### config.mk
export PLATFORM = sky130hd
export DESIGN_NAME = nonseq_counter_core
export DESIGN_NICKNAME = d
export VERILOG_FILES = /design/src/rtl/nonseq_counter_pkg.sv /design/src/rtl/nonseq_counter_core_debounce.sv /design/src/rtl/nonseq_counter_core.sv
export SDC_FILE = /design/constraint.sdc
export NUM_CORES = 1
export LEC_CHECK = 0
export CORE_UTILIZATION = 53
export CTS_BUF_LIST = sky130_fd_sc_hd__clkbuf_8 sky130_fd_sc_hd__clkbuf_16
export CTS_CLUSTER_SIZE = 24
export DETAILED_ROUTE_END_ITERATION = 7
export GPL_TIMING_DRIVEN = 0
export PLACE_DENSITY_LB_ADDON = 0.2
export SETUP_SLACK_MARGIN = 0.05
export SLEW_MARGIN = 20
export SYNTH_ARGS = -nofsm -noshare
export SYNTH_HDL_FRONTEND = slang
export SYNTH_SLANG_ARGS = --single-unit
### constraint.sdc
create_clock -name clk -period 2.4 [get_ports clk]
set_clock_uncertainty 0.05 [all_clocks]
set_input_delay 0.24 -clock clk [delete_from_list [all_inputs] [get_ports clk]]
set_output_delay 0.24 -clock clk [all_outputs]
set_load 0.01 [all_outputs]
### src/rtl/nonseq_counter_pkg.sv
// Shared constants for the non-sequential display counter: code table and divider sizing.
// Pure definitions, no logic; latency/backpressure not applicable.
package nonseq_counter_pkg;

    // Entry i is packed at bits [4*i+3:4*i]; element 0 is the first code shown after reset.
    localparam logic [15:0][3:0] SEQ_TABLE = {
        4'd15, 4'd13, 4'd11, 4'd10, 4'd8, 4'd6, 4'd4, 4'd1,
        4'd12, 4'd7,  4'd2,  4'd14, 4'd9, 4'd5, 4'd3, 4'd0
    };

    function automatic int calc_tick_div(input int clk_hz, input int step_hz);
        return clk_hz / step_hz;
    endfunction

endpackage

### src/rtl/nonseq_counter_core_debounce.sv
// Pushbutton conditioner: 2-flop synchronizer, stability counter, rising-edge press pulse.
// Press asserts DEBOUNCE_CYCLES cycles after the synchronized input settles; no backpressure.
module button_debouncer #(
    parameter int DEBOUNCE_CYCLES = 1000000
) (
    input  logic clk,
    input  logic reset,
    input  logic btn_raw,
    output logic btn_level,
    output logic btn_press
);

    localparam int CNT_W = (DEBOUNCE_CYCLES > 1) ? $clog2(DEBOUNCE_CYCLES) : 1;

    logic             sync_q1;
    logic             sync_q2;
    logic [CNT_W-1:0] stable_cnt;
    logic             differ;
    logic             settled;

    assign differ  = (sync_q2 != btn_level);
    assign settled = differ && (stable_cnt == CNT_W'(DEBOUNCE_CYCLES - 1));
    // Press is raised in the cycle whose closing edge flips the debounced level.
    assign btn_press = settled & sync_q2;

    always_ff @(posedge clk or posedge reset) begin
        if (reset) begin
            sync_q1    <= 1'b0;
            sync_q2    <= 1'b0;
            stable_cnt <= '0;
            btn_level  <= 1'b0;
        end else begin
            sync_q1 <= btn_raw;
            sync_q2 <= sync_q1;
            if (!differ || settled) begin
                stable_cnt <= '0;
            end else begin
                stable_cnt <= stable_cnt + 1'b1;
            end
            if (settled) begin
                btn_level <= sync_q2;
            end
        end
    end

endmodule

### src/rtl/nonseq_counter_core.sv
// Steps a 4-bit code through a fixed table on a divided tick (run) or a debounced button (paused).
// value/index update on the step edge itself; wrap pulses one cycle on boundary crossings; no backpressure.
module nonseq_counter_core
    import nonseq_counter_pkg::*;
#(
    parameter int CLK_HZ          = 100000000,
    parameter int STEP_HZ         = 1,
    parameter int SEQ_LEN         = 8,
    parameter int DEBOUNCE_CYCLES = 1000000
) (
    input  logic       clk,
    input  logic       reset,
    input  logic       run,
    input  logic       dir,
    input  logic       step_btn,
    output logic [3:0] value,
    output logic [3:0] index,
    output logic       wrap
);

    localparam int         TICK_DIV = calc_tick_div(CLK_HZ, STEP_HZ);
    localparam int         DIV_W    = (TICK_DIV > 1) ? $clog2(TICK_DIV) : 1;
    localparam logic [3:0] LAST_IDX = 4'(SEQ_LEN - 1);

    logic [DIV_W-1:0] div_cnt;
    logic             tick;
    logic             press;
    logic             btn_level_unused;
    logic             step;
    logic [3:0]       next_idx;
    logic             crossed;

    assign tick = run && (div_cnt == DIV_W'(TICK_DIV - 1));

    // Dropping run clears the count so a resumed run always waits a full period.
    always_ff @(posedge clk or posedge reset) begin
        if (reset) begin
            div_cnt <= '0;
        end else if (!run || tick) begin
            div_cnt <= '0;
        end else begin
            div_cnt <= div_cnt + 1'b1;
        end
    end

    button_debouncer #(
        .DEBOUNCE_CYCLES(DEBOUNCE_CYCLES)
    ) u_debounce (
        .clk      (clk),
        .reset    (reset),
        .btn_raw  (step_btn),
        .btn_level(btn_level_unused),
        .btn_press(press)
    );

    // Presses while running are dropped, not deferred.
    assign step = tick | (~run & press);

    always_comb begin
        next_idx = index;
        crossed  = 1'b0;
        if (dir) begin
            if (index == 4'd0) begin
                next_idx = LAST_IDX;
                crossed  = 1'b1;
            end else begin
                next_idx = index - 4'd1;
            end
        end else begin
            if (index == LAST_IDX) begin
                next_idx = 4'd0;
                crossed  = 1'b1;
            end else begin
                next_idx = index + 4'd1;
            end
        end
    end

    always_ff @(posedge clk or posedge reset) begin
        if (reset) begin
            index <= 4'd0;
            value <= SEQ_TABLE[0];
            wrap  <= 1'b0;
        end else begin
            wrap <= step & crossed;
            if (step) begin
                index <= next_idx;
                value <= SEQ_TABLE[next_idx];
            end
        end
    end

endmodule

# Word-level counts from Yosys, hierarchy flattened
# Memories as Yosys holds them, arrays and structs flattened. A register that Yosys moved wholly into a read port is not among the register bits.
# Index checks and enable logic that the tools add are counted.
totals:
  latchBits: 0
  input_bits: 5
  out_inout_bits: 9
  rom_bits: 64
  regBits: 55
  ramBits: 0
  mem_count: 1
op_classes:
  order_cmp: 0
  multipliers: 0
  mux: 8
  add_sub_neg: 4
  n_eq_ne: 4
  shifts: 0
  div: 0
  reduce_logical: 7
  bitwise: 5
mem_list:
  columns: ["name", "words", "word_bits", "rd", "rd_ports_with_merged_regs", "wr", "line_no", "rtl"]
  rows:
  - ["(name not given)", 16, 4, 1, 1, 0, "nonseq_counter_core.sv:88", "value <= SEQ_TABLE[next_idx];"]
op_table:
  columns: ["operator", "n"]
  rows:
  - ["27-bit by 1-bit adder with 27-bit output, second input constant", 1]
  - ["27-bit equality test, second input constant", 1]
  - ["27-bit two-way mux", 1]
  - ["20-bit by 1-bit adder with 20-bit output, second input constant", 1]
  - ["20-bit equality test, second input constant", 1]
  - ["20-bit two-way mux", 1]
  - ["4-bit two-way mux", 3]
  - ["4-bit by 1-bit adder with 4-bit output, second input constant", 1]
  - ["4-bit by 3-bit equality test with 1-bit output, second input constant", 1]
  - ["4-bit zero test", 1]
  - ["4-bit by 1-bit subtractor with 4-bit output, second input constant", 1]
  - ["1-bit bitwise AND", 3]
  - ["1-bit two-way mux", 3]
  - ["1-bit logical AND", 2]
  - ["1-bit zero test", 2]
  - ["1-bit logical OR", 2]
  - ["1-bit != test", 1]
  - ["1-bit inverter", 1]
  - ["1-bit OR", 1]

# Longest topological paths before layout
logic_depth:
  ltp_word: 6
  ltp_mapped: 11

# Hierarchy
# Synthesis repeated with hierarchy kept, for this count alone.
hier_totals:
  cells_unflattened: 331
  hier_area_um2: 3306.9
by_module_without_submodules:
  columns: ["mod", "instances", "area_per_inst_um2", "cells_each"]
  rows:
  - ["nonseq_counter_core", 1, 2182.1, 218]
  - ["button_debouncer", 1, 1124.8, 113]

# Worst setup path after synthesis
# No wires, ideal clock.
synth_timing:
  path_kind: "reg2reg"
  startpoint: "register index[0]"
  endpoint: "register value[2]"
  path_buffers: 0
  stages_incl_launch_ff: 12
  period_less_slack_ns: 2.748
  setup_slack_ns: -0.348
  required_time_ns: 2.268
  t_arrival_ns: 2.616
  path_cell_list: "dfrtp_1 -> inv_1 -> ha_1 -> a21boi_0 -> nor3_1 -> inv_1 -> ha_1 -> inv_1 -> o2bb2ai_1 -> a221oi_1 -> o211ai_1 -> a31oi_1"
synth_via:
  elab_chain_cells: 3
  elab_cells_between_ends: 7
synth_rtl:
  columns: ["item", "line_no", "rtl"]
  rows:
  - ["start, declared", "nonseq_counter_core.sv:17", "output logic [3:0] index,"]
  - ["start signal, assigned", "nonseq_counter_core.sv:87", "index <= next_idx;"]
  - ["4-bit by 1-bit adder with 4-bit output (tied with other cells)", "nonseq_counter_core.sv:74", "next_idx = index + 4'd1;"]
  - ["4-bit two-way mux, on equally long branches", "nonseq_counter_core.sv:70, nonseq_counter_core.sv:63", null]
  - ["4-bit two-way mux *", "nonseq_counter_core.sv:62", "if (dir) begin"]
  - ["via next_idx[0]", "nonseq_counter_core.sv:30", "logic [3:0] next_idx;"]
  - ["end, declared", "nonseq_counter_core.sv:16", "output logic [3:0] value,"]
# The timed path passes the listed nets; every way through them passes the cells marked *.
# A chain may end at the register's enable or synchronous reset.

# Worst setup path after layout
layout_timing:
  startpoint: "register div_cnt[8]"
  endpoint: "register value[0]"
layout_via:
  elab_chain_cells: 3
layout_rtl:
  columns: ["item", "line_no", "rtl"]
  rows:
  - ["start, declared", "nonseq_counter_core.sv:25", "logic [DIV_W-1:0] div_cnt;"]
  - ["start signal, assigned", "nonseq_counter_core.sv:42", "div_cnt <= div_cnt + 1'b1;"]
  - ["27-bit equality test", "nonseq_counter_core.sv:33", "assign tick = run && (div_cnt == DIV_W'(TICK_DIV - 1));"]
  - ["1-bit logical AND", "nonseq_counter_core.sv:33", null]
  - ["1-bit OR", "nonseq_counter_core.sv:57", "assign step = tick | (~run & press);"]
# Every way passes these cells.

==> summary.md <==
| Metric | Value |
|---|---|
| RSZ-0062 raised after global routing | `true` |
| Sw Share | `0.233` |
| Critical Path RT | `2.58 ns` |
| Pre-CTS setup slack | `-0.307 ns` |
| Vias in the first global route | `2,286` |
| Routability congestion estimate | `0.784` |
| Critical Path Source Type | `flop` |
| Clk pwr share | `0.425` |
| Commonest non-fill, non-tap cell in the layout | `dfrtp_1` |
| #FFs+latches synth | `59` |
| Final Instance Area | `3960 um2` |
| Maximum vdd drop | `458 uV` |
| Worst endpoint data arrival time | `2.52 ns` |
| Diode count | `0` |
| Worst-margin pin slew | `0.745 ns` |
| Layout area overhead | `21.2%` |
| Clock tree sinks | `59` |
| Leak | `1.75 nW` |
| Starting Density | `0.552` |
| Most frequent cells in the layout | `dfrtp_1 (57), nor2_1 (53), xor2_1 (26)` |
| DIE AREA | `6480 um2` |
| Vias/cell | `5.40` |
| Family with the most delay on the worst path | `simple AND/OR/NAND/NOR gates` |
| IO Port Bufs | `13` |
| Dpl hpwl | `4.14 mm` |
| Ys Warns | `0` |
| H-tree Lvls | `3` |
| DR WL/cell | `14.0 um` |
| Fin crit period | `2.34 ns` |
| Status | `complete, no violations` |
| Setup Viol. Count Final | `0` |
| Largest cells by area after synthesis | `dfrtp_1 (45%), xor2_1 (7.2%), nor2_1 (6.1%)` |
| Total Neg Setup Slack | `0 ns` |
| CTS tree | `yes` |
| Initial antenna violation count | `0` |
| Post-synth EDFFs | `0` |
| Fmax | `427 MHz` |
| Die X | `80.5 um` |
| Async set-reset flop share out of synthesis | `1.00` |
| Fillers | `466` |
| First-pass GRT wire length | `10.6 mm` |
| Fin util | `0.669` |
| Die H | `80.5 um` |
| Synth area leader | `dfrtp_1` |
| CP Class | `reg -> reg` |
| Post-Syn Area | `3270 um2` |
| Final Max Tran Viols | `0` |
| Worst-path cell chain | `or4b_1 -> or4_4 -> nor3_4 -> or2_1 -> buf_6 -> mux2_4` |
| Largest net degree at the start of global routing | `58` |
| CTS max path bufs | `2` |
| Share of layout cells above drive strength 1 | `0.207` |
| Min-delay worst type | `in -> async` |
| Mapped Cells | `331` |
| CP Capture Type | `flop` |
| Remaining DRCs | `0` |
| Library cells used by synthesis | `48` |
| Hold Fails Final Rpt | `0` |
| Sequential share of power | `0.522` |
| Clock root cell | `clkbuf_8` |
| TritonCTS buffer count | `9` |
| Total GRT Usage | `0.217` |
| Max_slew headroom | `0.499` |
| Max incr delay on CP | `0.51 ns` |
| Site row count | `28` |
| Core area | `5920 um2` |
| Share of the synthesized area in the top cell type | `0.452` |
| Tot Pwr | `1.94 mW` |
| Nets | `390` |
| Final period util | `0.975` |
| Detail Route Antenna Nets | `0` |
| Comb power frac | `0.053` |
| Ports | `14` |
| Slowest-stage cell, CP | `or4b_1` |
| Power per cell area | `491 nW/um2` |
| Critical Path Fanout Max | `8` |
| DRT iter0 DRCs | `145` |
| Clock Pin Slew Worst Setup and Hold Paths | `0.07 ns` |
| Syn_area_per_cell | `9.87 um2` |
| Cell Area, Placed | `3570 um2` |
| Via Count | `2,440` |
| Buffers & Inverters on Critical Path | `1` |
| Routed WL | `6.33 mm` |
| Setup WS post-layout | `0.0594 ns` |
| Seq/Total Area, Yosys | `0.452` |
| TritonRoute pass-1 iters | `4` |
| # hold bufs at CTS | `0` |
| Syn_nets | `348` |
| P_int | `1.49 mW` |
| Overflow after GRT | `0` |
| Max Cap Violations | `0` |
| Sw power | `0.453 mW` |
| Skew-Pair Late Insertion Delay | `0.34 ns` |
| Synth Flop Type | `dfrtp_1` |
[metal layers]
metal,share of wire,global-route usage,vias up
li1,-,-,1212
met1,0.49,0.304,1178
met2,0.46,0.327,38
met3,0.032,0.0511,12
met4,0.019,0.0750,0
met5,0,0,-
[cells in the mapped netlist (all sizes together) (5+ instances only)]
master / number
dfrtp: 59
nor2: 53
xor2: 27
nand3: 22
nand2: 19
xnor2: 19
inv: 18
nor3: 18
ha: 12
mux2i: 10
nand4: 10
and4: 7
buf: 6
mux2: 6
and3: 5
nor4: 5
o21ai: 5
[power groups by stage]
stage / Sequential (mW) / Clock (mW) / Combinational [mW]
detailed placement: 1.03 / 0 / 0.0983
floorplan: 1.03 / 0 / 0.0664
CTS: 1.01 / 0.837 / 0.103
finish: 1.01 / 0.826 / 0.104
global placement: 1.03 / 0 / 0.0911
global route: 1.02 / 0.887 / 0.119
[worst paths after layout]
kind                                              start                      endpoint  slack [ns]  cells after the start
max                                div_cnt[8]$_DFF_PP0_          value[0]$_DFFE_PP0P_        0.06                      6
min                                               reset          value[0]$_DFFE_PP0P_        0.07                      2
max reg2reg                        div_cnt[8]$_DFF_PP0_          value[0]$_DFFE_PP0P_        0.06                      6
min reg2reg                u_debounce.sync_q1$_DFF_PP0_  u_debounce.sync_q2$_DFF_PP0_        0.30                      0
max in group asynchronous                         reset          index[1]$_DFFE_PP0P_        1.76                      3
min in group clk                               step_btn  u_debounce.sync_q1$_DFF_PP0_        0.29                      1
[worst register-to-register path: stages, from the launching register on]
cell and delay (ns):
dfrtp_1 0.40, or4b_1 0.51, or4_4 0.48, nor3_4 0.20, or2_1 0.14, buf_6 0.15, mux2_4 0.31
[per-stage QoR]
stage	instances	hold WS (ns)
after floorplan	331	0.221
after global placement	419	0.285
after detailed placement	420	0.288
after CTS	440	0.0712
after global routing	452	0.0684
final	452	0.0713
[state kept, by name, indices dropped and copies added (netlist names)]
register               count
u_debounce.btn_level       1
u_debounce.stable_cnt     20
wrap                       1
value                      4
index                      4
u_debounce.sync_q2         1
u_debounce.sync_q1         1
div_cnt                   27
[logic make-up (layout without fill, tap and decap cells)]
kind of cell | Yosys count | after routing | synth area share
mux | 16 | 16 | 0.0548
fa+ha+maj | 12 | 12 | 0.0460
simple gates | 154 | 154 | 0.247
flops | 59 | 59 | 0.452
xor+xnor | 46 | 46 | 0.123
compound gates | 18 | 18 | 0.0406
buf+inv | 26 | 72 | 0.0360
[timing repair]
action	in CTS	in global routing
setup endpoints to repair	23	25
pin swaps	5	8
resized for setup	6	13
buffers inserted	5	12
[area by class of cell]
cell class	instances	area, um2	area share
plain buffers	8	56.3	0.0142
clock buffers	12	165	0.0417
clock inverters	3	13.8	0.00348
inverters	18	70.1	0.0177
multi-input cells	246	1800	0.454
flip-flops and latches	59	1480	0.374
well taps	75	93.8	0.0237
repair buffers	31	285	0.0721
Power figures use the tool's default switching activity.
